File: src/rtl/work_dispatch.sv
// Host-side work dispatcher: serialises 352-bit work blocks into 44 UART bytes and
// reassembles 4-byte nonce results. Optional RX idle timeout: WORK_DISPATCH_TIMEOUT_EN.
module work_dispatch #(
  parameter int unsigned CLK_RATE   = 100000000,
  parameter int unsigned RX_TIMEOUT = CLK_RATE / 1000
) (
  input  logic         clk,
  input  logic         rst_n,
  input  logic [351:0] block_in,
  input  logic         block_valid,
  output logic         block_ready,
  output logic         block_sent,
  output logic [7:0]   out_byte,
  output logic         out_valid,
  input  logic         out_ready,
  input  logic [7:0]   in_byte,
  input  logic         in_new,
  output logic [31:0]  result_out,
  output logic         result_valid,
  output logic         rx_drop
);

  localparam int unsigned BLK_W  = 352;
  localparam int unsigned NBYTES = 44;
  localparam int unsigned CNT_W  = 6;
  localparam int unsigned HOLD_W = 24;

  typedef enum logic [1:0] {IDLE, SEND, DONE} tx_state_e;

  tx_state_e        state_q, state_d;
  logic [BLK_W-1:0] shift_q, shift_d;
  logic [CNT_W-1:0] tx_cnt_q, tx_cnt_d;
  logic [7:0]       out_byte_q, out_byte_d;
  logic             out_valid_q, out_valid_d;
  logic             block_sent_q, block_sent_d;

  logic [1:0]        rx_cnt_q, rx_cnt_d;
  logic [HOLD_W-1:0] hold_q, hold_d;
  logic [31:0]       result_q, result_d;
  logic              result_valid_q, result_valid_d;
  logic              rx_drop_q, rx_drop_d;

  assign block_ready  = (state_q == IDLE);
  assign block_sent   = block_sent_q;
  assign out_byte     = out_byte_q;
  assign out_valid    = out_valid_q;
  assign result_out   = result_q;
  assign result_valid = result_valid_q;
  assign rx_drop      = rx_drop_q;

  // TX state register
  always_ff @(posedge clk) begin
    if (!rst_n) begin
      state_q      <= IDLE;
      shift_q      <= '0;
      tx_cnt_q     <= '0;
      out_byte_q   <= '0;
      out_valid_q  <= 1'b0;
      block_sent_q <= 1'b0;
    end else begin
      state_q      <= state_d;
      shift_q      <= shift_d;
      tx_cnt_q     <= tx_cnt_d;
      out_byte_q   <= out_byte_d;
      out_valid_q  <= out_valid_d;
      block_sent_q <= block_sent_d;
    end
  end

  // TX next state; out_byte/out_valid are computed one step ahead so they are registered
  always_comb begin
    state_d      = state_q;
    shift_d      = shift_q;
    tx_cnt_d     = tx_cnt_q;
    out_byte_d   = out_byte_q;
    out_valid_d  = out_valid_q;
    block_sent_d = 1'b0;
    unique case (state_q)
      IDLE: begin
        if (block_valid) begin
          shift_d     = block_in;
          tx_cnt_d    = '0;
          out_valid_d = 1'b1;
          out_byte_d  = block_in[BLK_W-1 -: 8];
          state_d     = SEND;
        end
      end
      SEND: begin
        if (out_valid_q && out_ready) begin
          shift_d  = shift_q << 8;
          tx_cnt_d = tx_cnt_q + CNT_W'(1);
          if (tx_cnt_q == CNT_W'(NBYTES - 1)) begin
            out_valid_d = 1'b0;
            out_byte_d  = '0;
            state_d     = DONE;
          end else begin
            out_byte_d = shift_q[BLK_W-9 -: 8];
          end
        end
      end
      DONE: begin
        block_sent_d = 1'b1;
        state_d      = IDLE;
      end
      default: state_d = IDLE;
    endcase
  end

`ifdef WORK_DISPATCH_TIMEOUT_EN
  localparam logic [31:0] IDLE_LIMIT = 32'(RX_TIMEOUT - 1);
  logic [31:0] idle_q, idle_d;
`else
  logic unused_timeout;
  assign unused_timeout = ^32'(RX_TIMEOUT);
`endif

  // RX assembler registers
  always_ff @(posedge clk) begin
    if (!rst_n) begin
      rx_cnt_q       <= '0;
      hold_q         <= '0;
      result_q       <= '0;
      result_valid_q <= 1'b0;
      rx_drop_q      <= 1'b0;
`ifdef WORK_DISPATCH_TIMEOUT_EN
      idle_q         <= '0;
`endif
    end else begin
      rx_cnt_q       <= rx_cnt_d;
      hold_q         <= hold_d;
      result_q       <= result_d;
      result_valid_q <= result_valid_d;
      rx_drop_q      <= rx_drop_d;
`ifdef WORK_DISPATCH_TIMEOUT_EN
      idle_q         <= idle_d;
`endif
    end
  end

  // RX next state; an arriving byte always wins over a coincident timeout
  always_comb begin
    rx_cnt_d       = rx_cnt_q;
    hold_d         = hold_q;
    result_d       = result_q;
    result_valid_d = 1'b0;
    rx_drop_d      = 1'b0;
`ifdef WORK_DISPATCH_TIMEOUT_EN
    idle_d         = '0;
`endif
    if (in_new) begin
      rx_cnt_d = rx_cnt_q + 2'd1;
      if (rx_cnt_q == 2'd3) begin
        result_d       = {hold_q, in_byte};
        result_valid_d = 1'b1;
        hold_d         = '0;
      end else begin
        hold_d = {hold_q[HOLD_W-9:0], in_byte};
      end
    end
`ifdef WORK_DISPATCH_TIMEOUT_EN
    else if (rx_cnt_q != 2'd0) begin
      if (idle_q == IDLE_LIMIT) begin
        rx_cnt_d  = '0;
        hold_d    = '0;
        rx_drop_d = 1'b1;
      end else begin
        idle_d = idle_q + 32'd1;
      end
    end
`endif
  end

endmodule

File: config.mk
export PLATFORM = sky130hd
export DESIGN_NAME = work_dispatch
export DESIGN_NICKNAME = d
export VERILOG_FILES = /design/src/rtl/work_dispatch.sv
export SDC_FILE = /design/constraint.sdc
export NUM_CORES = 1
export LEC_CHECK = 0
export ABC_AREA = 1
export BUFFER_PORTS_ARGS = -buffer_cell sky130_fd_sc_hd__clkbuf_2
export CAP_MARGIN = 20
export CORE_ASPECT_RATIO = 1.25
export CORE_UTILIZATION = 34
export DETAILED_ROUTE_END_ITERATION = 16
export PLACE_DENSITY_LB_ADDON = 0.15
export SYNTH_ARGS = -nofsm -noshare
export SYNTH_HDL_FRONTEND = slang
export SYNTH_SLANG_ARGS = --single-unit
export TNS_END_PERCENT = 5
File: constraint.sdc
create_clock -name clk -period 2 [get_ports clk]
set_clock_uncertainty 0.15 [all_clocks]
set_input_delay 0.2 -clock clk [delete_from_list [all_inputs] [get_ports clk]]
set_output_delay 0.2 -clock clk [all_outputs]
set_load 0.01 [all_outputs]
* After elaboration in Yosys (flattened, before gate mapping) *
Index checks and enable logic that the tools add are counted.

storage, ports and cells
  input port bits = 365
  bits in registers = 421
  logic and storage cells = 48

operators by class
  reductions and logical operators = 8
  add/sub/neg operators = 2
  multiplexer cells = 21
  eq/ne operators = 7

operators by type and width
  cell                 count
  $mux 344             2
  $pmux 344 s2         1
  $mux 24              1
  $mux 8               3
  $pmux 8 s2           1
  $mux 6               2
  $pmux 6 s2           1
  $add 6x1->6 const B  1
  $eq 6x6->1 const B   1
  $mux 2               3
  $ne 2x2->1 const B   3
  $reduce_and 3->1     2
  $mux 1               5
  $eq 2x2->1 const B   2
  $pmux 2 s2           1
  $reduce_and 2->1     2
  $reduce_and 4->1     1
  $add 2x1->2 const B  1
  $eq 2x1->1 const B   1
  $logic_not 2->1      1
  $pmux 1 s2           1
  $reduce_bool 2->1    1
  $logic_and 1x1->1    1

* Depth between registers and ports, before layout *
Gate-level depths: netlist of run 1.

  depth in word-level cells = 4
  mapped depth = 9
  gate-level depth less buffers = 8

* Least setup slack after synthesis of run 1 *
Ideal clock, no wire load.

  kind = register to register
  from = register out_valid_q, in the netlist out_valid
  to = register shift_q[151]
  arrival time = 1.336 ns
  cell stages (with the launch flop) = 9
  path buffers = 3
  path slack = 0.401 ns
  data required time = 1.737 ns
  cells stage by stage = dfxtp_1 nand2_1 a21oi_1 nand2_2 buf_4 buf_6 buf_4 o21ai_1 nor2_1

between the ends
  cells in the longest elaborated chain, start to end = 3

ends and longest elaborated chain
  element                            line  RTL
  from (decl)                        34    logic out_valid_q, out_valid_d;
  from (signal assigned)             65    out_valid_q <= out_valid_d;
  $logic_and 1x1->1                  89    if (out_valid_q && out_ready) begin
  $ne 2x2->1 (no source line)        n/a
  $reduce_and 3->1 (no source line)  n/a
  to (signal assigned)               62    shift_q <= shift_d;
  to (decl)                          31    logic [BLK_W-1:0] shift_q, shift_d;

No other way between the ends.
A chain may end at the register's enable or synchronous reset.

* Worst setup path after layout of run 1 *
  from = register state_q[1]
  to = register shift_q[165]

between the ends
  cells in the longest elaborated chain, start to end = 3
  elaborated cells on any way between the ends = 7
  those cells by class = eq/ne (3); mux (1); reduce/logical (3)

ends and longest elaborated chain
  element                                                           line  RTL
  from (decl)                                                       30    tx_state_e state_q, state_d;
  from (signal assigned)                                            61    state_q <= state_d;
  $eq 2x1->1 or $logic_not 2->1 (tied branches)                     78    unique case (state_q)
  $ne 2x2->1 (no source line) or $reduce_bool 2->1 (tied branches)  n/a
  $reduce_and 3->1 (no source line)                                 n/a

Several ways; a longest one is shown, not always the timed one.

==> Flow_metrics.wiki, run 1 <==
{| class="wikitable"
! Metric !! Value
|-
| Overall power after layout || 0.0269 W
|-
| Hold-critical path endpoint || result_out[6]
|-
| WP data required || 2.36 ns
|-
| Port Buf Inserts || 408
|-
| Combinational cell fraction of total power || 28.3%
|-
| DRT Wirelength || 63500 um
|-
| GRT Util Overall || 22.2%
|-
| Internal power || 0.0179 W
|-
| Switching share of total power || 33.6%
|-
| Reg2Reg Launch Point || state_q[1]
|-
| Critical path launch point type || flip-flop
|-
| Final cycle utilization of the critical path || 93.6%
|-
| HPWL after DPL || slightly above 40000 um
|-
| Core area || roughly 54000 sq um
|-
| Clock period minus worst slack || 1.87 ns
|-
| Total clock buffers created by CTS || between 40 and 50
|-
| Critical path depth || 6
|-
| Crit-path max cell delay || 0.37 ns
|-
| Mean instance size in the synthesized netlist || about 6.4 sq um
|-
| Starting density of the core || about a third
|-
| Worst setup slack after layout || between 0.1 and 0.15 ns
|-
| Pwr per Cell Area || 1000 nW/um^2
|-
| Die outline width || 212 um
|-
| YS warnings || 0
|-
| Drt first pass iters || 7
|-
| Arrival time of data at the critical path endpoint || 2.23 ns
|-
| Number of clock sinks || approximately 420
|-
| Post-Synthesis Net Count || 3291
|-
| Critical-path cell list || nor2_2 > nand2_1 > nand2_8 > buf_12 > o21ai_1 > nor2_1
|-
| Pin count of the biggest net entering global routing || 93
|-
| Die outline height || 265 um
|-
| Average detailed-routed wire length per instance || 14.5 um
|-
| Kind of end point of the critical path || flip-flop
|-
| LEAKAGE || 13.0 nW
|-
| Number of flops mapped to enable cells by yosys || 0
|-
| Number of synthesized register bits || 421
|-
| Placement-stage worst setup slack || 0.137 ns
|-
| Final net count || 3962
|-
| Total DRC errors in the routed layout || 0
|-
| Grt total ovfl || 0
|-
| Setup CP Type || flip-flop to flip-flop
|-
| Clock tree buffer depth || 3
|-
| Share of total power in the clock network || 31.8%
|-
| Maximum ir drop on the vdd rail || 628 uV
|-
| Clock latency on the worst-skew pair || 0.60 ns
|-
| Register share of total power || 39.9%
|-
| Top FF cell, synth || sky130_fd_sc_hd__dfxtp_1
|-
| Path class of the lowest-slack min-delay path || input pin to flip-flop
|-
| CTS Root Cell || sky130_fd_sc_hd__clkbuf_16
|-
| Final setup violation count || 0
|-
| Slowest library cell on the worst path || sky130_fd_sc_hd__dfxtp_1
|-
| Number of antenna violations at the first check in global routing || 13
|-
| Max-capacitance violation count || 0
|-
| H-Tree Level Count || 2
|-
| Post-synthesis cell area || 18800 sq um
|-
| Via count of the first global-routing pass || approximately 20000
|-
| Final core occ || 49.5%
|-
| Buffers & Inverters on Critical Path || 1
|-
| Clock transition at the register clock pins on the worst setup and hold paths after CTS || 0.06 ns
|-
| Per-cell via count in the routed design || 4.67
|-
| Startpoint of the worst hold path || in_byte[6]
|-
| Cell Rows || 95
|-
| Kind of cell adding the most delay to the critical path || simple AND/OR/NAND/NOR gates
|-
| Vias || 20435
|-
| Number of stages on the worst hold path || 4
|-
| Worst r2r path cells || 6
|-
| Max-slew violation count || 0
|-
| Post-synthesis cell count || roughly 3000
|-
| Setup Total Neg Slack || 0 ns
|-
| Switching power || roughly 0.0090 W
|-
| Share of flip-flops with an asynchronous set or reset || 0%
|-
| Final Hold Fails || 0
|-
| Iteration-0 DRC Markers || 1323
|-
| TritonCTS clock tree || yes
|-
| Area added between synthesis and finish || 42.8%
|-
| RSZ-0062 raised after global routing || yes
|-
| Post-synth cell types || 28
|-
| Register area share after synthesis || approximately 45%
|-
| Area of the die || 56100 sq um
|-
| Worst reg-to-reg setup slack || about 0.13 ns
|-
| Worst reg2reg path endpoint || shift_q[165]
|-
| Outcome || finished clean
|-
| Largest fanout of any net on the critical path || 85
|-
| Routability cong. || 0.837
|-
| Max Freq || between 500 and 600 MHz
|-
| Wire length of the first global-routing pass || 101000 um
|-
| Ports || 410
|-
| Fraction of layout instances using a drive strength above 1 || between 10% and 20%
|-
| Final Hold Slack || about 0.21 ns
|-
| Number of buffers inserted by post-CTS setup repair || 0
|-
| Count of antenna-violating nets left after detailed routing || 0
|}
## metal layers
metal / part of all wire (%) / vias to the layer above / GRT usage (%)
met1: 42 / 9267 / 26.2
li1: - / 10497 / -
met4: 4.0 / 6 / 9.52
met5: 0.054 / - / 0
met3: 4.8 / 161 / 4.08
met2: 49 / 504 / 38.9
## final cells by class
class,count,area [sq um]
diodes,12,30.0
clock buffers,72,1370
clock inverters,16,143
fillers,5445,27300
inverters,52,203
multi-input cells,2241,9180
flip-flops and latches,421,8430
well taps,727,910
repair buffers,831,6520
## timing repair
action | 4_1_cts | 5_1_grt
setup endpoints to repair | 0 | 20
endpoints found under the hold margin | 385 | 0
resized for setup | 0 | 2
hold buffers | 364 | 0
## placed cells by master, fill, tap and decap left out, drive strengths merged, types with 2 or more instances in the layout
cell	count
a211oi	16
a21oi	71
buf	60
clkbuf	479
clkinv	15
dfxtp	421
diode	12
dlygate4sd3	364
ha	2
inv	52
nand2	1044
nand3	32
nor2	673
o21ai	388
or2	8
## worst register-to-register path: stages, from the launching register on
cell and delay, ns:
sky130_fd_sc_hd__dfxtp_1 0.37, sky130_fd_sc_hd__nor2_2 0.18, sky130_fd_sc_hd__nand2_1 0.18, sky130_fd_sc_hd__nand2_8 0.22, sky130_fd_sc_hd__buf_12 0.36, sky130_fd_sc_hd__o21ai_1 0.18, sky130_fd_sc_hd__nor2_1 0.15
## cell usage after synthesis, types with 2 or more instances
cell                          n  area share, %
sky130_fd_sc_hd__a211oi_1    16           0.64
sky130_fd_sc_hd__a21oi_1     71            1.9
sky130_fd_sc_hd__buf_1       10           0.20
sky130_fd_sc_hd__buf_2       96            2.6
sky130_fd_sc_hd__buf_4       15           0.60
sky130_fd_sc_hd__buf_6        2           0.12
sky130_fd_sc_hd__clkbuf_1    87            1.7
sky130_fd_sc_hd__dfxtp_1    421             45
sky130_fd_sc_hd__ha_1         2           0.13
sky130_fd_sc_hd__inv_1       49           0.98
sky130_fd_sc_hd__inv_2        3          0.060
sky130_fd_sc_hd__nand2_1   1043             21
sky130_fd_sc_hd__nand3_1     32           0.85
sky130_fd_sc_hd__nor2_1     670             13
sky130_fd_sc_hd__nor2_2       2          0.067
sky130_fd_sc_hd__o21ai_0    180            4.8
sky130_fd_sc_hd__o21ai_1    208            5.5
sky130_fd_sc_hd__or2_0        7           0.23
## how the worst max path moves through the flow
stage,from,end,slack [ns]
CTS,state_q[1],out_byte[0],0.10
detailed placement,state_q[1],out_byte[0],0.14
floorplan,out_valid,shift_q[151],0.40
finish,state_q[1],shift_q[165],0.13
global placement,state_q[1],out_byte[2],0.21
global route,state_q[1],shift_q[165],-0.04
## logic make-up (layout without fill, tap and decap cells)
kind of cell	after synthesis	after routing	share of synthesized area, %
buffers and inverters	262	971	6.26
adders and majority gates	2	2	0.133
DFF	421	421	44.9
and+or+nand+nor	1759	1759	35.6
AOI/OAI and AO/OA	477	477	13.0
xor gates and xnor gates	2	2	0.0934
other	1	13	0.0200
## registers in the layout (all words and copies together) (netlist names)
name / cells
shift_q: 344
state_q: 2
block_sent: 1
tx_cnt_q: 6
hold_q: 24
out_byte: 8
result_out: 32
result_valid: 1
out_valid: 1
rx_cnt_q: 2
## power groups by stage
stage | Clock (W) | Sequential (W) | Combinational [W]
after global routing | 0.00916 | 0.0109 | 0.00866
after floorplan | 0 | 0.0107 | 0.00496
final | 0.00855 | 0.0108 | 0.00762
after global placement | 0 | 0.0109 | 0.00692
after detailed placement | 0 | 0.0109 | 0.00702
after CTS | 0.00883 | 0.0107 | 0.00764
## through the flow
| step | cell area, sq um | cells |
|---|---|---|
| 6_report | 26800 | 4372 |
| 2_1_floorplan | 18800 | 2924 |
| 3_3_place_gp | 21600 | 3908 |
| 5_1_grt | 26800 | 4370 |
| 3_5_place_dp | 21600 | 3908 |
| 4_1_cts | 26700 | 4360 |
Note: power is estimated with default switching activity, not from simulation.
==> run 2: changes to the inputs <==
Settings changed: CELL_PAD_IN_SITES_DETAIL_PLACEMENT set to 1, CELL_PAD_IN_SITES_GLOBAL_PLACEMENT set to 2, CORE_UTILIZATION 34 to 29.
==> run 2 against run 1 <==
  * Register-to-register slack lost 0.04 ns
  * Critical path depth increased by 2
  * Sequential power is essentially flat
  * Via count is 1.6% higher
  * Core utilization down 6.5 points
  * First-iteration DRC count shrank 33%
  * Largest cell class unchanged
  * Highest routed layer unchanged
==> Flow_metrics.wiki, run 2 (same netlist as run 1, synthesis figures left out) <==
{| class="wikitable"
! Metric !! Value
|-
| Crit-path max cell delay || 0.46 ns (+0.09 ns)
|-
| Vias || 20768 (+1.6%)
|-
| Total DRC errors in the routed layout || 0 (unchanged)
|-
| Commonest non-fill, non-tap cells in the layout || 1042 x sky130_fd_sc_hd__nand2_1, 670 x sky130_fd_sc_hd__nor2_1, 421 x sky130_fd_sc_hd__dfxtp_1
|-
| Area after detailed placement || 21800 sq um (+1.1%)
|-
| Arrival time of data at the critical path endpoint || 2.22 ns (about the same)
|-
| Wire length of the first global-routing pass || 117000 um (+15%)
|-
| Kind of cell adding the most delay to the critical path || buffers and inverters
|-
| Setup CP Type || flip-flop to flip-flop
|-
| Port Buf Inserts || 408 (unchanged)
|-
| Pwr per Cell Area || 1040 nW/um^2 (+3.9%)
|-
| Metal1 wirelength || 31600 um (+18%)
|-
| Routability cong. || 0.804 (-3.9%)
|-
| Largest fanout of any net on the critical path || 42 (-51%)
|-
| Area added between synthesis and finish || 45.7%
|-
| Via count of the first global-routing pass || 22298 (+9.4%)
|-
| Final net count || 3976 (+0.35%)
|-
| Iteration-0 DRC Markers || 887 (-33%)
|-
| Routed length on met3 || 2680 um (-12%)
|-
| Number of clock sinks || 421 (unchanged)
|-
| TritonCTS clock tree || yes
|-
| Launch point of the worst path || state_q[0]
|-
| Worst reg2reg path endpoint || shift_q[259]
|-
| Max-capacitance violation count || 0 (unchanged)
|-
| Setup Total Neg Slack || 0 ns (unchanged)
|-
| Max-slew violation count || 0 (unchanged)
|-
| Die outline width || 230 um (+8.2%)
|-
| Final setup violation count || 0 (unchanged)
|-
| Number of stages on the worst hold path || 5 (+1)
|-
| Clock transition at the register clock pins on the worst setup and hold paths after CTS || 0.06 ns (about the same)
|-
| Final Hold Slack || 0.0133 ns (-0.198 ns)
|-
| Maximum ir drop on the vdd rail || 651 uV (+3.6%)
|-
| Outcome || finished clean
|-
| Number of flip-flops under the largest register name || 344 (unchanged)
|-
| Reg2Reg Launch Point || state_q[0]
|-
| Final Hold Fails || 0 (unchanged)
|-
| Top routing layer in use || met5
|-
| Max-slew headroom at the worst pin || ~64%
|-
| Drt first pass iters || 4 (-3)
|-
| Final cycle utilization of the critical path || 95.7% (+2.1 points)
|-
| Core area || 63500 sq um (+17%)
|-
| Critical-path cell list || buf_4 > nand2_4 > buf_12 > buf_12 > nand2_1 > nand2_1 > o21ai_0 > nor2_1
|-
| Cell Rows || 103 (+8.4%)
|-
| Clock period minus worst slack || 1.91 ns (+0.0416 ns)
|-
| Max Freq || 522 MHz (-2.2%)
|-
| Clock tree buffer depth || 3 (unchanged)
|-
| Top register by number of flip-flops || shift_q
|-
| Ports || 410 (unchanged)
|-
| Count of antenna-violating nets left after detailed routing || 0 (unchanged)
|-
| Startpoint of the worst hold path || block_in[307]
|-
| Critical path launch point type || flip-flop
|-
| HPWL after DPL || 46700 um (+16%)
|-
| Kind of end point of the critical path || flip-flop
|-
| Slowest library cell on the worst path || sky130_fd_sc_hd__dfxtp_1
|-
| WP data required || 2.31 ns (-0.05 ns)
|-
| Slew at the pin closest to its max-slew limit || 0.536 ns
|-
| Final instance area || 27300 sq um (+2.1%)
|-
| Buffers & Inverters on Critical Path || 3 (+2)
|-
| LEAKAGE || 13.2 nW (+1.7%)
|-
| H-Tree Level Count || 2 (unchanged)
|-
| Total clock buffers created by CTS || 49 (+2.1%)
|-
| DRT Wirelength || 74200 um (+17%)
|-
| Pin count of the biggest net entering global routing || 119 (+28%)
|-
| Worst r2r path cells || 8 (+2)
|-
| Number of antenna violations at the first check in global routing || 13 (unchanged)
|-
| Hold-critical path endpoint || shift_q[307]
|-
| Grt total ovfl || 0 (unchanged)
|-
| RSZ-0062 raised after global routing || no
|-
| CTS Root Cell || sky130_fd_sc_hd__clkbuf_16
|-
| Average detailed-routed wire length per instance || 16.5 um (+14%)
|-
| GRT Util Overall || 22.0% (-0.17 points)
|-
| Per-cell via count in the routed design || 4.62 (-1.2%)
|-
| Met2 routed wirelength || 37400 um (+20%)
|-
| Area of the die || 65700 sq um (+17%)
|-
| Worst reg-to-reg setup slack || 0.09 ns (-0.04 ns)
|-
| Starting density of the core || 29.5% (-5.2 points)
|-
| Clock latency on the worst-skew pair || 0.59 ns (about the same)
|-
| Die outline height || 286 um (+8.2%)
|-
| Path class of the lowest-slack min-delay path || input pin to flip-flop
|-
| Fraction of layout instances using a drive strength above 1 || 15.7% (+0.59 points)
|-
| Leading cell type in the layout, fill and taps excluded || sky130_fd_sc_hd__nand2_1
|}
## run 2: changes by cell type in the layout (fill, tap and decap cells not counted), moves of 4 or more
cell and change:
sky130_fd_sc_hd__diode_2 -4, sky130_fd_sc_hd__buf_16 +5, sky130_fd_sc_hd__clkbuf_1 -6, sky130_fd_sc_hd__clkbuf_16 +5, sky130_fd_sc_hd__buf_4 +13, sky130_fd_sc_hd__bufinv_16 +6
## run 2: metal layers
| layer | track usage, % | vias to the layer above |
|---|---|---|
| met2 | 40.3 | 367 |
| li1 | - | 10514 |
| met4 | 7.72 | 10 |
| met5 | 0 | - |
| met3 | 3.44 | 146 |
| met1 | 25.9 | 9731 |
## run 2: timing repair
item,in CTS,in global routing
gates cloned,0,2
hold endpoints to repair,384,0
hold buffers,362,0
setup endpoints to repair,2,130
buffers inserted,0,4
resized for setup,2,6
pin swaps,0,1
## run 2: power breakdown
part | total (W) | switching (W) | internal [W]
Sequential | 0.0108 | 0.000786 | 0.00997
Combinational | 0.00809 | 0.00491 | 0.00318
Clock | 0.00971 | 0.00377 | 0.00594
Total | 0.0285 | 0.00946 | 0.0191
## run 2: through the flow
stage | power (W) | setup WS [ns] | util (%) | instances
3_3_place_gp | 0.0181 | 0.0488 | 34.4 | 4030
6_report | 0.0286 | 0.0861 | 43.0 | 4497
4_1_cts | 0.0288 | 0.0350 | 42.8 | 4483
3_5_place_dp | 0.0183 | 0.0377 | 34.4 | 4030
2_1_floorplan | 0.0157 | 0.401 | - | 2924
5_1_grt | 0.0304 | 0.00238 | 43.0 | 4497
## run 2: worst max path at each step
| stage | slack [ns] | end | cells past startpoint |
|---|---|---|---|
| 2_1_floorplan | 0.40 | shift_q[151] | 8 |
| 3_3_place_gp | 0.05 | out_byte[0] | 7 |
| 3_5_place_dp | 0.04 | out_byte[1] | 7 |
| 4_1_cts | 0.04 | out_byte[2] | 7 |
| 5_1_grt | 0.002 | shift_q[19] | 7 |
| 6_report | 0.09 | shift_q[259] | 8 |
## run 2: layout make-up
type,instances,area (sq um)
fillers,8069,36200
multi-input cells,2241,9180
flip-flops and latches,421,8430
repair buffers,844,6700
clock buffers,71,1450
well taps,840,1050
clock inverters,20,283
inverters,52,221
diodes,8,20.0
## run 2: worst min-delay path, delay by kind of cell
kind            cells  cell delay, ns
simple gates        2            0.15
buf+inv             1            0.08
compound gates      2            0.28
==> run 3: changes to the inputs <==
Settings changed: PLACE_DENSITY set to 0.79, PLACE_DENSITY_LB_ADDON 0.15 to not set.
==> run 3 against run 2 <==
  * Total power decreased by 1.8%
  * Highest routed layer unchanged
  * Clock power decreased by 6.4%
  * Register-to-register slack barely moved
  * Wire length rose by 0.40%
==> Flow_metrics.wiki, run 3 (same netlist as run 1, synthesis figures left out) <==
{| class="wikitable"
! Metric !! Value
|-
| Outcome || finished clean
|-
| GRT Util Overall || 22.1% (+0.090 points)
|-
| Max Freq || 521 MHz (-0.34%)
|-
| Iteration-0 DRC Markers || 829 (-6.5%)
|-
| Ports || 410 (unchanged)
|-
| Clock tree buffer depth || 3 (unchanged)
|-
| Overall power after layout || 0.0280 W (-1.8%)
|-
| Fraction of layout instances using a drive strength above 1 || 15.7% (about the same)
|-
| Area after detailed placement || 22000 sq um (+0.84%)
|-
| HPWL after DPL || 47300 um (+1.2%)
|-
| Die outline height || 286 um (unchanged)
|-
| Number of flip-flops under the largest register name || 344 (unchanged)
|-
| TritonCTS clock tree || yes
|-
| H-Tree Level Count || 2 (unchanged)
|-
| Cell Rows || 103 (unchanged)
|-
| Capturing element of the worst setup path || shift_q[248]
|-
| Port Buf Inserts || 408 (unchanged)
|-
| Drt first pass iters || 4 (unchanged)
|-
| Via count of the first global-routing pass || 22629 (+1.5%)
|-
| Final instance area || 27400 sq um (+0.10%)
|-
| Maximum ir drop on the vdd rail || 691 uV (+6.2%)
|-
| Number of antenna violations at the first check in global routing || 14 (+1)
|-
| CTS Root Cell || sky130_fd_sc_hd__clkbuf_16
|-
| Max-slew headroom at the worst pin || 66.3% (+2.0 points)
|-
| Leading cell type in the layout, fill and taps excluded || sky130_fd_sc_hd__nand2_1
|-
| Final core occ || 43.1% (+0.043 points)
|-
| LEAKAGE || 13.2 nW (about the same)
|-
| Commonest non-fill, non-tap cells in the layout || 1041 x sky130_fd_sc_hd__nand2_1, 670 x sky130_fd_sc_hd__nor2_1, 421 x sky130_fd_sc_hd__dfxtp_1
|-
| WP data required || 2.36 ns (+0.05 ns)
|-
| Wire length of the first global-routing pass || 118000 um (+0.78%)
|-
| Final net count || 3979 (+0.075%)
|-
| Total DRC errors in the routed layout || 0 (unchanged)
|-
| Reg2Reg Launch Point || state_q[0]
|-
| Final Hold Fails || 0 (unchanged)
|-
| Kind of end point of the critical path || flip-flop
|-
| Core area || 63500 sq um (unchanged)
|-
| Largest fanout of any net on the critical path || 44 (+4.8%)
|-
| Top register by number of flip-flops || shift_q
|-
| Count of antenna-violating nets left after detailed routing || 0 (unchanged)
|-
| Final cycle utilization of the critical path || 96.0% (+0.32 points)
|-
| Per-cell via count in the routed design || 4.67 (+1.2%)
|-
| Setup Total Neg Slack || 0 ns (unchanged)
|-
| Slew at the pin closest to its max-slew limit || 0.505 ns (-0.0308 ns)
|-
| Die outline width || 230 um (unchanged)
|-
| DRT Wirelength || 74500 um (+0.40%)
|-
| Clock period minus worst slack || 1.92 ns (+0.00648 ns)
|-
| Max-slew violation count || 0 (unchanged)
|-
| Routability cong. || 0.806 (+0.19%)
|-
| Critical path launch point type || flip-flop
|-
| Worst reg2reg path endpoint || shift_q[248]
|-
| Total clock buffers created by CTS || 47 (-4.1%)
|-
| Worst reg-to-reg setup slack || 0.08 ns (about the same)
|-
| Final setup violation count || 0 (unchanged)
|-
| Starting density of the core || 29.5% (unchanged)
|-
| Setup CP Type || flip-flop to flip-flop
|-
| Launch point of the worst path || state_q[0]
|-
| Clock latency on the worst-skew pair || 0.60 ns (about the same)
|-
| Grt total ovfl || 0 (unchanged)
|-
| Pwr per Cell Area || 1020 nW/um^2 (-1.9%)
|-
| Area added between synthesis and finish || 45.9%
|-
| Path class of the lowest-slack min-delay path || input pin to flip-flop
|-
| Clock transition at the register clock pins on the worst setup and hold paths after CTS || 0.06 ns (about the same)
|-
| Average detailed-routed wire length per instance || 16.6 um (+0.34%)
|-
| Worst r2r path cells || 8 (unchanged)
|-
| Number of clock sinks || 421 (unchanged)
|-
| Max-capacitance violation count || 0 (unchanged)
|-
| Arrival time of data at the critical path endpoint || 2.28 ns (+0.06 ns)
|-
| Pin count of the biggest net entering global routing || 75 (-37%)
|-
| Area of the die || 65700 sq um (unchanged)
|-
| Vias || 21032 (+1.3%)
|}
-- run 3: cell types whose count changed in the layout (fill, tap and decap cells not counted), sizes merged --
cell / change
dlygate4sd3: +2
bufinv: -2
buf: +3
diode: +5
clkinvlp: +1
clkbuf: -8
inv: +2
-- run 3: layout make-up --
class	count	area, sq um
sequential	421	8430
timing repair buffer	849	6860
clock buffer	63	1330
tap	840	1050
clock inverter	21	282
antenna	13	32.5
multi-input combinational	2241	9180
fill	8117	36200
inverter	52	203
-- run 3: worst min-delay path by stage --
stage                               end       start  cells past startpoint  slack (ns)
final                     result_out[7]  in_byte[7]                      4        0.22
after global routing      result_out[1]  in_byte[1]                      4        0.21
after CTS                 result_out[1]  in_byte[1]                      4        0.18
after detailed placement  result_out[0]  in_byte[0]                      3        0.28
after global placement    result_out[0]  in_byte[0]                      3        0.27
after floorplan           result_out[0]  in_byte[0]                      2        0.15
-- run 3: routing by layer --
metal	GRT usage (%)	vias to the layer above	part of all wire, %
met1	25.3	9905	41
li1	-	10521	-
met5	0	-	0.062
met2	40.4	433	51
met3	3.56	165	4.0
met4	9.38	8	4.0
-- run 3: timing repair --
action	CTS	global route
setup endpoints to repair	0	19
setup buffers	0	1
hold buffers	364	0
hold endpoints to repair	391	0
gates resized for setup	0	3
-- run 3: metrics by stage --
stage	worst slack (ns)	cells	hold slack, ns
after floorplan	0.401	2924	0.153
after global placement	0.179	4036	0.269
after detailed placement	0.142	4036	0.278
after CTS	0.0874	4484	0.181
after global routing	-0.0222	4497	0.213
final	0.0796	4500	0.222
-- run 3: critical path, stage by stage, from the launching register on --
cell and delay (ns):
sky130_fd_sc_hd__dfxtp_1 0.40, sky130_fd_sc_hd__inv_2 0.15, sky130_fd_sc_hd__nor2_4 0.24, sky130_fd_sc_hd__buf_12 0.22, sky130_fd_sc_hd__buf_16 0.23, sky130_fd_sc_hd__nand2_1 0.11, sky130_fd_sc_hd__nand2_1 0.08, sky130_fd_sc_hd__o21ai_1 0.09
sky130_fd_sc_hd__nor2_1 0.12
-- run 3: where the power goes --
| group | internal [W] | switching, W | total [W] | leakage, nW |
|---|---|---|---|---|
| Sequential | 0.00997 | 0.000807 | 0.0108 | 3.48 |
| Clock | 0.00533 | 0.00376 | 0.00909 | 0.795 |
| Combinational | 0.00324 | 0.00492 | 0.00816 | 8.89 |
